===== src/rtl/parking_exit_if.sv =====
// parking_exit_if: entry, exit request and exit response bundle of the parking exit controller
interface parking_exit_if #(
  parameter int SLOTS  = 8,
  parameter int TIME_W = 8
);
  logic              enter_valid;
  logic [SLOTS-1:0]  enter_location;
  logic              enter_ack;
  logic              exit_valid;
  logic [SLOTS-1:0]  exit_location;
  logic              exit_ready;
  logic [SLOTS-1:0]  parking_capacity;
  logic              resp_valid;
  logic [1:0]        resp_error;
  logic [TIME_W-1:0] resp_duration;
  modport master (
    output enter_valid, enter_location, exit_valid, exit_location,
    input  enter_ack, exit_ready, parking_capacity, resp_valid, resp_error, resp_duration
  );
  modport slave (
    input  enter_valid, enter_location, exit_valid, exit_location,
    output enter_ack, exit_ready, parking_capacity, resp_valid, resp_error, resp_duration
  );
endinterface


===== src/rtl/parking_exit_controller.sv =====
// parking_exit_controller: owns the slot occupancy bitmap, accepts entries, validates and releases exits with parked time
module parking_exit_controller #(
  parameter int SLOTS    = 8,
  parameter int TIME_W   = 8,
  parameter int TICK_DIV = 10
) (
  input logic          clk,
  input logic          rst,
  parking_exit_if.slave bus
);
  localparam logic [1:0] IDLE    = 2'd0;
  localparam logic [1:0] CHECK   = 2'd1;
  localparam logic [1:0] RELEASE = 2'd2;
  localparam logic [1:0] RESP    = 2'd3;
  localparam int CNT_W = $clog2(TICK_DIV);
  logic [1:0]                   state;
  logic [SLOTS-1:0]             cap, loc_q, set_mask, clr_mask;
  logic [SLOTS-1:0][TIME_W-1:0] timer;
  logic [TIME_W-1:0]            dur_q, loc_time;
  logic [1:0]                   err_q;
  logic [CNT_W-1:0]             tick_cnt;
  logic                         tick, ack_q, enter_ok, enter_onehot, loc_onehot;
  assign tick         = tick_cnt == CNT_W'(TICK_DIV - 1);
  assign enter_onehot = |bus.enter_location && ((bus.enter_location & (bus.enter_location - SLOTS'(1))) == '0);
  assign loc_onehot   = |loc_q && ((loc_q & (loc_q - SLOTS'(1))) == '0);
  // an entry onto the slot being released still sees it occupied, so it is refused
  assign enter_ok     = bus.enter_valid && enter_onehot && !(|(bus.enter_location & cap));
  assign set_mask     = enter_ok ? bus.enter_location : '0;
  assign clr_mask     = state == RELEASE ? loc_q : '0;
  always_comb begin
    loc_time = '0;
    for (int i = 0; i < SLOTS; i++) loc_time = loc_time | (loc_q[i] ? timer[i] : '0);
  end
  always_ff @(posedge clk or posedge rst)
    if (rst) timer <= '0;
    else
      for (int i = 0; i < SLOTS; i++)
        if (set_mask[i]) timer[i] <= '0;
        else if (tick && cap[i] && timer[i] != '1) timer[i] <= timer[i] + TIME_W'(1);
  always_ff @(posedge clk or posedge rst)
    if (rst) begin
      state    <= IDLE;
      cap      <= '0;
      loc_q    <= '0;
      err_q    <= '0;
      dur_q    <= '0;
      tick_cnt <= '0;
      ack_q    <= 1'b0;
    end else begin
      tick_cnt <= tick ? '0 : tick_cnt + CNT_W'(1);
      ack_q    <= enter_ok;
      cap      <= (cap | set_mask) & ~clr_mask;
      case (state)
        IDLE: if (bus.exit_valid) begin
          loc_q <= bus.exit_location;
          state <= CHECK;
        end
        CHECK: if (!loc_onehot || !(|(loc_q & cap))) begin
          err_q <= loc_onehot ? 2'b10 : 2'b01;
          dur_q <= '0;
          state <= RESP;
        end else state <= RELEASE;
        RELEASE: begin
          err_q <= 2'b00;
          dur_q <= loc_time;
          state <= RESP;
        end
        default: state <= IDLE;
      endcase
    end
  assign bus.enter_ack        = ack_q;
  assign bus.exit_ready       = state == IDLE;
  assign bus.parking_capacity = cap;
  assign bus.resp_valid       = state == RESP;
  assign bus.resp_error       = err_q;
  assign bus.resp_duration    = dur_q;
endmodule


===== src/flat_wrapper.sv =====
// flat-port wrapper written by rule: the top's interface ports become plain ports
module parking_exit_controller_flat 
#(
  parameter int SLOTS    = 8,
  parameter int TIME_W   = 8,
  parameter int TICK_DIV = 10
)
  (clk, rst, bus_enter_valid, bus_enter_location, bus_exit_valid, bus_exit_location, bus_enter_ack, bus_exit_ready, bus_parking_capacity, bus_resp_valid, bus_resp_error, bus_resp_duration);
  parking_exit_if #(.SLOTS(SLOTS), .TIME_W(TIME_W)) bus_i ();
  input logic clk;
  input logic rst;
  input wire logic [$bits(bus_i.enter_valid)-1:0] bus_enter_valid;
  input wire logic [$bits(bus_i.enter_location)-1:0] bus_enter_location;
  input wire logic [$bits(bus_i.exit_valid)-1:0] bus_exit_valid;
  input wire logic [$bits(bus_i.exit_location)-1:0] bus_exit_location;
  output wire logic [$bits(bus_i.enter_ack)-1:0] bus_enter_ack;
  output wire logic [$bits(bus_i.exit_ready)-1:0] bus_exit_ready;
  output wire logic [$bits(bus_i.parking_capacity)-1:0] bus_parking_capacity;
  output wire logic [$bits(bus_i.resp_valid)-1:0] bus_resp_valid;
  output wire logic [$bits(bus_i.resp_error)-1:0] bus_resp_error;
  output wire logic [$bits(bus_i.resp_duration)-1:0] bus_resp_duration;
  assign bus_i.enter_valid = bus_enter_valid;
  assign bus_i.enter_location = bus_enter_location;
  assign bus_i.exit_valid = bus_exit_valid;
  assign bus_i.exit_location = bus_exit_location;
  assign bus_enter_ack = bus_i.enter_ack;
  assign bus_exit_ready = bus_i.exit_ready;
  assign bus_parking_capacity = bus_i.parking_capacity;
  assign bus_resp_valid = bus_i.resp_valid;
  assign bus_resp_error = bus_i.resp_error;
  assign bus_resp_duration = bus_i.resp_duration;
  parking_exit_controller #(.SLOTS(SLOTS), .TIME_W(TIME_W), .TICK_DIV(TICK_DIV)) u_core (.clk(clk), .rst(rst), .bus(bus_i));
endmodule

===== config.mk =====
export PLATFORM = sky130hd
export DESIGN_NAME = parking_exit_controller_flat
export DESIGN_NICKNAME = d
export VERILOG_FILES = /design/src/rtl/parking_exit_if.sv /design/src/rtl/parking_exit_controller.sv /design/src/flat_wrapper.sv
export SDC_FILE = /design/constraint.sdc
export NUM_CORES = 1
export LEC_CHECK = 0
export BUFFER_PORTS_ARGS = -buffer_cell sky130_fd_sc_hd__buf_2
export CAP_MARGIN = 10
export CORE_ASPECT_RATIO = 1.1
export CORE_UTILIZATION = 40
export DETAILED_ROUTE_END_ITERATION = 16
export SYNTH_ARGS = -nofsm -noshare
export SYNTH_HDL_FRONTEND = slang
export SYNTH_SLANG_ARGS = --single-unit

===== constraint.sdc =====
create_clock -name clk -period 3.4 [get_ports clk]
set_input_delay 0.51 -clock clk [delete_from_list [all_inputs] [get_ports clk]]
set_output_delay 0.51 -clock clk [all_outputs]
set_load 0.005 [all_outputs]

==> flow_summary_export.csv, run 1 <==
group,metric,value,unit
placement,gp_congestion,0.8707,
pwr,pwr-share-comb,0.360,
cells_and_area,syn2layout_area_growth,14.90,%
timing,setup_viol,0,
pwr,peakVddDrop,0.4117,mV
min_path,hp-class,"in2async",
yosys,synth_seq_cells,97,
placement,dp_hpwl,9.822,mm
clocking,insertion_delay,350,ps
routing,vias,4197,
grt,antenna_found_initial,0,
clocking,root_buffer,"clkbuf_16",
floorplan,rows,43,
clocking,cts_resized,0,
yosys,async_reset_ff_frac,1.000,
grt,first_global_vias,4012,
pwr,clockPowerShare,0.243,
yosys,syn-cell-area,0.005146,mm2
grt,met2_usage,0.3258,
yosys,synth_top_flop_cell,"dfrtp_1",
timing,setup_tns,0,ps
pwr,swShare,0.3771,
yosys,synth_cells,518,
routing,routedWlPerCell,18.64,um
routing,viasPerCell,5.781,
floorplan,core,0.01259,mm2
cells_and_area,nNetsFinal,597,
grt,met3_usage,0.04780,
grt,grt_first_pass_wirelength,21.41,mm
pwr,internal_power,2908,uW
worst_setup_path,crit_fanout,9,
routing,wirelength,13.53,mm
placement,dpl.cell_count,711,
yosys,synth.distinct_cells,56,
timing,rsz0062_at_grt,"no",
routing,drt_first_pass_iters,7,
timing,max_freq,0.4106,GHz
timing,layout_min_cycle_time,2436,ps
grt,global_route.peak_usage_layer,"met2",
timing,holdWs,208.9,ps
pwr,p_switching,1761,uW
floorplan,die_h,121.0,um
clocking,cts.htree.levels,3,
routing,drt_first_iter_violations,339,
cells_and_area,antennaDiodeCount,0,
yosys,synth_edf_count,0,
floorplan,pin_count,41,
timing,fin_skew,7.433,ps
cells_and_area,final_area,0.005913,mm2
worst_setup_path,crit_path_end_kind,"flop",
placement,place_area,0.005583,mm2
cells_and_area,regArea,0.002427,mm2
clocking,clock_sinks,97,
floorplan,start_util,0.4088,
grt,track_usage,0.2176,
pwr,seqPwrFrac,0.397,
cells_and_area,fin_cells,726,
grt,grt_max_degree,58,
clocking,cts_buffers,9,
yosys,synth_nets,550,
timing,fin_crit_sh,0.7164,
cells_and_area,nFillCells,1198,
placement,io_buffers,40,
yosys,synth.avg_cell_area,9.935,um2
clocking,ctsLongestPathBuffers,2,
floorplan,design.die.area,0.01332,mm2
worst_setup_path,critical_path_required,3610,ps
clocking,holdBufCountCts,0,
grt,grt_overflow,0,
timing,hold_viol,0,
worst_setup_path,crit_type,"reg2reg",
timing,worstMarginPinSlew,722.4,ps
clocking,cts_tree,"yes",
yosys,yosysWarnings,0,
worst_setup_path,cp.arrival,2650,ps
routing,drc_errors,0,
clocking,postCtsSetupBuffers,0,
timing,slew_violations,0,
timing,max-slew-margin-rel,0.5162,
pwr,p_per_area,789.7,mW/mm2
worst_setup_path,cp-start-kind,"flop",
yosys,yosysSeqAreaShare,0.4717,
run_status,status,"complete, no violations",
routing,ant_nets,0,
run,maxCapViolations,0,
grt,grtUsageMet1,0.3013,
clocking,cts.clk_slew.worst_paths,70,ps
cells_and_area,drive_above_1_share,0.1652,
floorplan,fp.dieW,110.1,um
pwr,p_leak,0.002477,uW
cells_and_area,multi_input_area,0.002631,mm2
[critical path: stages (launching register included)]
cell,delay (ps)
dfrtp_1,470
or4_1,570
o21ai_2,110
nand2_2,90
or3_4,410
nor4b_4,520
nor2_1,120
[worst paths after layout]
path | cells past startpoint | slack (ps) | to | startpoint
setup / recovery | 6 | 960 | u_core.timer[42]$_DFFE_PP0P_ | u_core.bus.parking_capacity[1]$_DFF_PP0_
hold / removal | 2 | 210 | u_core.timer[28]$_DFFE_PP0P_ | rst
setup reg to reg | 6 | 960 | u_core.timer[42]$_DFFE_PP0P_ | u_core.bus.parking_capacity[1]$_DFF_PP0_
hold reg to reg | 1 | 500 | u_core.bus.resp_duration[6]$_DFFE_PP0P_ | u_core.bus.resp_duration[6]$_DFFE_PP0P_
max in group asynchronous | 3 | 2500 | u_core.bus.resp_duration[1]$_DFFE_PP0P_ | rst
min in group clk | 2 | 390 | u_core.loc_q[2]$_DFFE_PP0P_ | bus_exit_location[2]
[layout make-up]
cell class              count  share of cell area
clock buffers              13             0.04570
clock inverters             2             0.01016
inverters                  10            0.006771
multi-input cells         397              0.4450
flip-flops and latches     97              0.4105
well taps                 157             0.03322
repair buffers             50             0.04867
[cell families after synthesis]
family / share of synthesized area
adder cells (fa/ha/maj): 0.03112
AO/OA/AOI/OAI: 0.1337
buffers and inverters: 0.01823
multiplexers: 0.03915
XOR/XNOR: 0.08510
flip-flops: 0.4717
AND/OR/NAND/NOR: 0.2210
[cells in the final DEF (no fill, tap or decap), drive strengths merged, types with 13 or more instances in the layout]
cell and instances:
a22oi 39, buf 50, clkbuf 13, dfrtp 97, nand2 41, nand3 22, nand4 27, nor2 85
xnor2 16, xor2 34
[sequential cells by signal, indices dropped and copies added, names as in the netlist]
register	count
u_core.timer	64
u_core.bus.parking_capacity	8
u_core.bus.resp_duration	8
u_core.loc_q	8
u_core.tick_cnt	4
u_core.bus.resp_error	2
u_core.state	2
u_core.bus.enter_ack	1
[cell usage after synthesis (all sizes together) (3+ instances only)]
library cell | number | area (um2)
ha | 12 | 150.1
a31oi | 7 | 43.79
mux2i | 10 | 100.1
nand3 | 22 | 110.1
and4 | 3 | 26.28
a22oi | 39 | 292.8
or4 | 3 | 22.52
nand2 | 41 | 156.4
buf | 4 | 18.76
a21oi | 11 | 55.05
mux2 | 9 | 101.4
nor2 | 85 | 321.6
dfrtp | 97 | 2427
nor4b | 3 | 56.31
xor2 | 34 | 297.8
inv | 10 | 37.54
o21ai | 8 | 43.79
o211ai | 4 | 35.03
nor3b | 4 | 50.05
xnor2 | 16 | 140.1
and3 | 10 | 62.56
a2bb2oi | 3 | 38.79
nand4 | 27 | 168.9
nor3 | 12 | 65.06
clkbuf | 10 | 37.54
a22o | 9 | 78.83
[metrics by stage]
step	setup slack [ps]	total power, uW	util
2_1_floorplan	356.3	2929	-
3_3_place_gp	842.3	3498	0.4435
3_5_place_dp	818.8	3542	0.4435
4_1_cts	960.9	4689	0.4697
5_1_grt	843.1	4962	0.4697
6_report	964.3	4669	0.4697
[power groups by stage]
stage / Clock, uW / Combinational (uW) / Sequential [uW]
3_3_place_gp: 0 / 1640 / 1860
4_1_cts: 1150 / 1690 / 1850
6_report: 1140 / 1680 / 1850
2_1_floorplan: 0 / 1170 / 1760
5_1_grt: 1190 / 1870 / 1900
3_5_place_dp: 0 / 1680 / 1860
[layer usage]
layer	up-vias	share of wire
li1	1968	-
met1	2069	0.46
met2	128	0.45
met3	32	0.063
met4	0	0.029
met5	-	0
Note: power is estimated with default switching activity, not from simulation.
==> run 2: changes to the inputs <==
==> constraint.sdc (replaced) <==
create_clock -name clk -period 2.15 [get_ports clk]
set_input_delay 0.3225 -clock clk [delete_from_list [all_inputs] [get_ports clk]]
set_output_delay 0.3225 -clock clk [all_outputs]
set_load 0.005 [all_outputs]
==> flow_summary_export.csv, run 2 (synthesis gave the netlist of run 1 again) <==
group,metric,value,unit
worst_setup_path,crit_slowest_cell,"or4_4",
cells_and_area,antennaDiodeCount,0,
routing,viasPerCell,5.661,
grt,grt_first_pass_wirelength,22.48,mm
clocking,ctsLongestPathBuffers,2,
grt,antenna_found_initial,0,
placement,dpl.cell_count,744,
timing,max-slew-margin-rel,0.6407,
floorplan,rows,43,
timing,fin_skew,6.077,ps
routing,ant_nets,0,
worst_setup_path,r2r_slack,-20,ps
cells_and_area,drive_above_1_share,0.2299,
placement,dpl_worst_slack,-41.18,ps
clocking,cts_buffers,9,
worst_setup_path,cp_slowest_stage_delay,530,ps
worst_setup_path,cp-start-kind,"flop",
pwr,p_per_area,1199,mW/mm2
worst_setup_path,cp.arrival,2410,ps
pwr,peakVddDrop,0.5904,mV
run_status,status,"finished, violations left",
timing,layout_min_cycle_time,2174,ps
cells_and_area,regArea,0.002427,mm2
placement,dp_hpwl,10.38,mm
timing,fin_ws,-24.41,ps
clocking,cts.clk_slew.worst_paths,70,ps
routing,vias,4336,
placement,gp_congestion,0.8996,
timing,max_freq,0.4599,GHz
floorplan,core,0.01259,mm2
cells_and_area,multi_input_area,0.002668,mm2
cells_and_area,fin_cells,766,
worst_setup_path,crit_fanout,4,
cells_and_area,syn2layout_area_growth,22.17,%
routing,routedWlPerCell,18.46,um
floorplan,start_util,0.4088,
worst_setup_path,r2r_end,"u_core.timer[47]$_DFFE_PP0P_",
timing,rsz0062_at_grt,"yes",
clocking,cts.htree.levels,3,
worst_setup_path,critical_path_required,2390,ps
min_path,hp-class,"in2async",
routing,wirelength,14.14,mm
timing,fin_crit_sh,1.011,
cells_and_area,largest_reg_flops,64,
routing,drt_first_iter_violations,313,
worst_setup_path,crit_path_end_kind,"flop",
worst_setup_path,crit_type,"reg2reg",
worst_setup_path,path_cells,"or4_4 > o21ai_4 > nand2_2 > or3_4 > nor4b_4 > buf_4 > nor2_1",
grt,grt_max_degree,45,
floorplan,design.die.area,0.01332,mm2
cells_and_area,final_cell_mix,"97 x dfrtp_1, 81 x nor2_1, 42 x buf_4",
run,maxCapViolations,0,
floorplan,die_h,121.0,um
timing,setup_viol,5,
clocking,holdBufCountCts,0,
grt,track_usage,0.2259,
timing,worstMarginPinSlew,536.6,ps
cells_and_area,final_common_cell,"dfrtp_1",
pwr,p_leak,0.002690,uW
cells_and_area,nFillCells,1175,
floorplan,fp.dieW,110.1,um
routing,drc_errors,0,
clocking,root_buffer,"clkbuf_16",
clocking,insertion_delay,350,ps
timing,holdWs,-4.188,ps
cells_and_area,regMostFlops,"u_core.timer",
worst_setup_path,ff2ff_path_depth,7,
run_status,violations,"hold timing, setup timing",
cells_and_area,nNetsFinal,636,
timing,setup_tns,-74.08,ps
placement,io_buffers,40,
worst_setup_path,r2r_start,"u_core.bus.parking_capacity[1]$_DFF_PP0_",
grt,first_global_vias,4279,
clocking,clock_sinks,97,
floorplan,pin_count,41,
timing,slew_violations,0,
routing,drt_first_pass_iters,4,
timing,hold_viol,14,
grt,grt_overflow,0,
clocking,cts_tree,"yes",
## run 2: changes by cell type in the layout (fill, tap and decap cells not counted), sizes merged
cell	previous run	this run
clkinvlp	0	4
buf	50	89
inv	10	11
clkbuf	13	9
## run 2: routing by layer
layer,track usage,wire length [um],vias up
li1,-,-,2051
met1,0.3005,6433,2145
met2,0.3641,6750,112
met3,0.04243,578,28
met4,0.08224,376,0
met5,0,0,-
## run 2: worst max-delay path, delay by kind of cell, from the launching register on
family | cells | cell delay, ps
compound gates | 1 | 90
buf+inv | 1 | 200
flops | 1 | 380
simple gates | 5 | 1390
## run 2: power by group
| part | leakage [uW] | total [uW] | internal [uW] | switching [uW] |
|---|---|---|---|---|
| Clock | 0.000149 | 1780 | 1030 | 750 |
| Combinational | 0.00152 | 2870 | 1300 | 1570 |
| Sequential | 0.00102 | 2890 | 2320 | 566 |
## run 2: layout make-up
| cell class | instances | share of cell area |
|---|---|---|
| Clock buffer | 9 | 0.03582 |
| Clock inverter | 7 | 0.01592 |
| Inverter | 10 | 0.006567 |
| Multi-Input combinational cell | 397 | 0.4243 |
| Sequential cell | 97 | 0.3861 |
| Tap cell | 157 | 0.03124 |
| Timing Repair Buffer | 89 | 0.1001 |
## run 2: what timing repair did
item | in CTS | in global routing
gates resized for setup | 0 | 11
endpoints found under the hold margin | 0 | 0
endpoints found under the setup margin | 0 | 23
buffers inserted | 0 | 5
## run 2: stage by stage
stage / util / cell area [um2] / power, uW
after CTS: 0.4918 / 6191 / 7529
final: 0.4994 / 6287 / 7538
after detailed placement: 0.4659 / 5866 / 5735
after global placement: 0.4659 / 5866 / 5658
after global routing: 0.4994 / 6287 / 8013
after floorplan: - / 5150 / 4632
## run 2: worst max path at each step
stage	start	end	slack [ps]	cells past startpoint
detailed placement	bus_enter_location[0]	u_core.bus.parking_capacity[4]$_DFF_PP0_	-40	8
CTS	u_core.bus.parking_capacity[1]$_DFF_PP0_	u_core.bus.parking_capacity[4]$_DFF_PP0_	8	7
floorplan	u_core.bus.parking_capacity[1]$_DFF_PP0_	u_core.timer[32]$_DFFE_PP0P_	10	6
global route	u_core.bus.parking_capacity[1]$_DFF_PP0_	u_core.bus.parking_capacity[5]$_DFF_PP0_	-70	7
finish	u_core.bus.parking_capacity[1]$_DFF_PP0_	u_core.timer[47]$_DFFE_PP0P_	-20	7
global placement	bus_enter_location[0]	u_core.bus.parking_capacity[4]$_DFF_PP0_	-10	8
==> run 3: changes to the inputs <==
--- a/config.mk
+++ b/config.mk
@@ -10,6 +10,7 @@
 export CORE_ASPECT_RATIO = 1.1
 export CORE_UTILIZATION = 40
 export DETAILED_ROUTE_END_ITERATION = 16
+export PLACE_DENSITY_LB_ADDON = 0.15
 export SYNTH_ARGS = -nofsm -noshare
 export SYNTH_HDL_FRONTEND = slang
 export SYNTH_SLANG_ARGS = --single-unit
==> flow_summary_export.csv, run 3 (synthesis gave the netlist of run 1 again) <==
group,metric,value,unit
run_status,status,"complete, no violations",
pwr,p_leak,0.002659,uW
grt,track_usage,0.2269,
floorplan,rows,43,
cells_and_area,antennaDiodeCount,0,
routing,drc_errors,0,
routing,wirelength,14.12,mm
worst_setup_path,r2r_start,"u_core.bus.parking_capacity[1]$_DFF_PP0_",
pwr,swShare,0.3835,
placement,dp_hpwl,10.23,mm
cells_and_area,final_area,0.006211,mm2
routing,ant_nets,0,
routing,routedWlPerCell,18.52,um
clocking,cts.clk_slew.worst_paths,70,ps
timing,setup_tns,0,ps
clocking,root_buffer,"clkbuf_16",
clocking,ctsLongestPathBuffers,2,
cells_and_area,final_common_cell,"dfrtp_1",
routing,drt_first_iter_violations,284,
placement,gp_congestion,0.8404,
clocking,holdBufCountCts,0,
timing,worstMarginPinSlew,546.7,ps
timing,fin_crit_sh,0.9775,
routing,drt_first_pass_iters,5,
worst_setup_path,crit_type,"reg2reg",
pwr,seqPwrFrac,0.398,
cells_and_area,nNetsFinal,632,
timing,max_freq,0.4758,GHz
cells_and_area,final_cell_mix,"97 x dfrtp_1, 84 x nor2_1, 43 x buf_4",
worst_setup_path,critPathLaunch,"u_core.bus.parking_capacity[1]$_DFF_PP0_",
clocking,insertion_delay,340,ps
worst_setup_path,crit_path_end_kind,"flop",
pwr,internal_power,4586,uW
floorplan,design.die.area,0.01332,mm2
placement,dpl_worst_slack,-141.3,ps
floorplan,core,0.01259,mm2
routing,vias,4326,
floorplan,die_h,121.0,um
timing,layout_min_cycle_time,2102,ps
placement,dpl.cell_count,740,
timing,slew_violations,0,
grt,grt_max_degree,98,
timing,fin_skew,7.869,ps
clocking,clock_sinks,97,
cells_and_area,syn2layout_area_growth,20.69,%
floorplan,fp.dieW,110.1,um
min_path,hp-class,"in2async",
routing,viasPerCell,5.677,
pwr,clockPowerShare,0.223,
pwr,p_per_area,1198,mW/mm2
grt,first_global_vias,4132,
floorplan,start_util,0.4088,
floorplan,pin_count,41,
worst_setup_path,crit_fanout,5,
cells_and_area,largest_reg_flops,64,
placement,place_area,0.005811,mm2
clocking,cts_buffers,9,
grt,grt_first_pass_wirelength,22.40,mm
worst_setup_path,cp-start-kind,"flop",
worst_setup_path,critical_path_required,2430,ps
cells_and_area,fin_cells,762,
cells_and_area,regArea,0.002427,mm2
timing,fin_ws,48.30,ps
grt,grt_overflow,0,
timing,hold_viol,0,
pwr,peakVddDrop,0.5759,mV
worst_setup_path,cp.arrival,2380,ps
timing,rsz0062_at_grt,"yes",
grt,antenna_found_initial,0,
cells_and_area,nFillCells,1199,
timing,setup_viol,0,
pwr,pwr-share-comb,0.379,
cells_and_area,multi_input_area,0.002683,mm2
cells_and_area,regMostFlops,"u_core.timer",
clocking,cts_tree,"yes",
placement,io_buffers,40,
run,maxCapViolations,0,
clocking,cts.htree.levels,3,
pwr,p_switching,2853,uW
cells_and_area,drive_above_1_share,0.2215,
timing,max-slew-margin-rel,0.6340,
## run 3: cell count changes in the layout (fill, tap and decap cells not counted), moves of 2 or more
cell        change
clkinvlp_4      -3
buf_6           -2
a22oi_1         -2
clkbuf_8        +3
buf_12          -3
inv_6           -2
nor2_2          -2
a22oi_2         +2
nor2_1          +3
clkbuf_1        +2
## run 3: layer usage
layer,GRT usage,share of wire
met5,0,0
met4,0.08553,0.020
met2,0.3527,0.47
met3,0.03706,0.044
met1,0.3163,0.47
## run 3: final cells by class
class / instances / share of cell area
clock buffers: 14 / 0.04412
clock inverters: 2 / 0.005641
inverters: 10 / 0.006648
multi-input cells: 397 / 0.4319
flip-flops and latches: 97 / 0.3908
well taps: 157 / 0.03163
repair buffers: 85 / 0.08924
## run 3: power groups by stage
stage / logic [uW] / clock network [uW] / registers, uW
floorplan: 1850 / 0 / 2780
global placement: 2670 / 0 / 2970
detailed placement: 2710 / 0 / 2980
CTS: 2740 / 1710 / 2950
global route: 3110 / 1760 / 3030
finish: 2820 / 1660 / 2960
## run 3: worst paths after layout
| kind | slack (ps) | depth (start not counted) | end |
|---|---|---|---|
| setup / recovery | 50 | 7 | u_core.bus.parking_capacity[4]$_DFF_PP0_ |
| hold / removal | 110 | 3 | u_core.timer[28]$_DFFE_PP0P_ |
| hold reg to reg | 510 | 1 | u_core.bus.resp_error[0]$_DFFE_PP0P_ |
| max in group asynchronous | 1610 | 3 | u_core.timer[60]$_DFFE_PP0P_ |
| setup reg to reg | 50 | 7 | u_core.bus.parking_capacity[4]$_DFF_PP0_ |
| min in group clk | 210 | 2 | u_core.loc_q[7]$_DFFE_PP0P_ |
## run 3: per-stage QoR
stage               hold WS [ps]  power, uW  utilization
floorplan                  468.6       4632            -
global placement           488.4       5638       0.4615
detailed placement         500.0       5691       0.4615
CTS                        149.3       7409       0.4866
global route               164.8       7900       0.4933
finish                     106.8       7440       0.4933
## run 3: critical path, cell delays in order (launching register included)
cell and delay (ps):
dfrtp_1 380, or4_1 420, o21ai_2 100, nand2_2 80
or3_4 430, nor4b_4 340, buf_6 170, a2bb2oi_2 120
## run 3: repair_timing
item,4_1_cts,5_1_grt
setup buffers,0,5
pin swaps,0,5
setup endpoints to repair,8,28
gates resized for setup,1,8
cloned,0,1
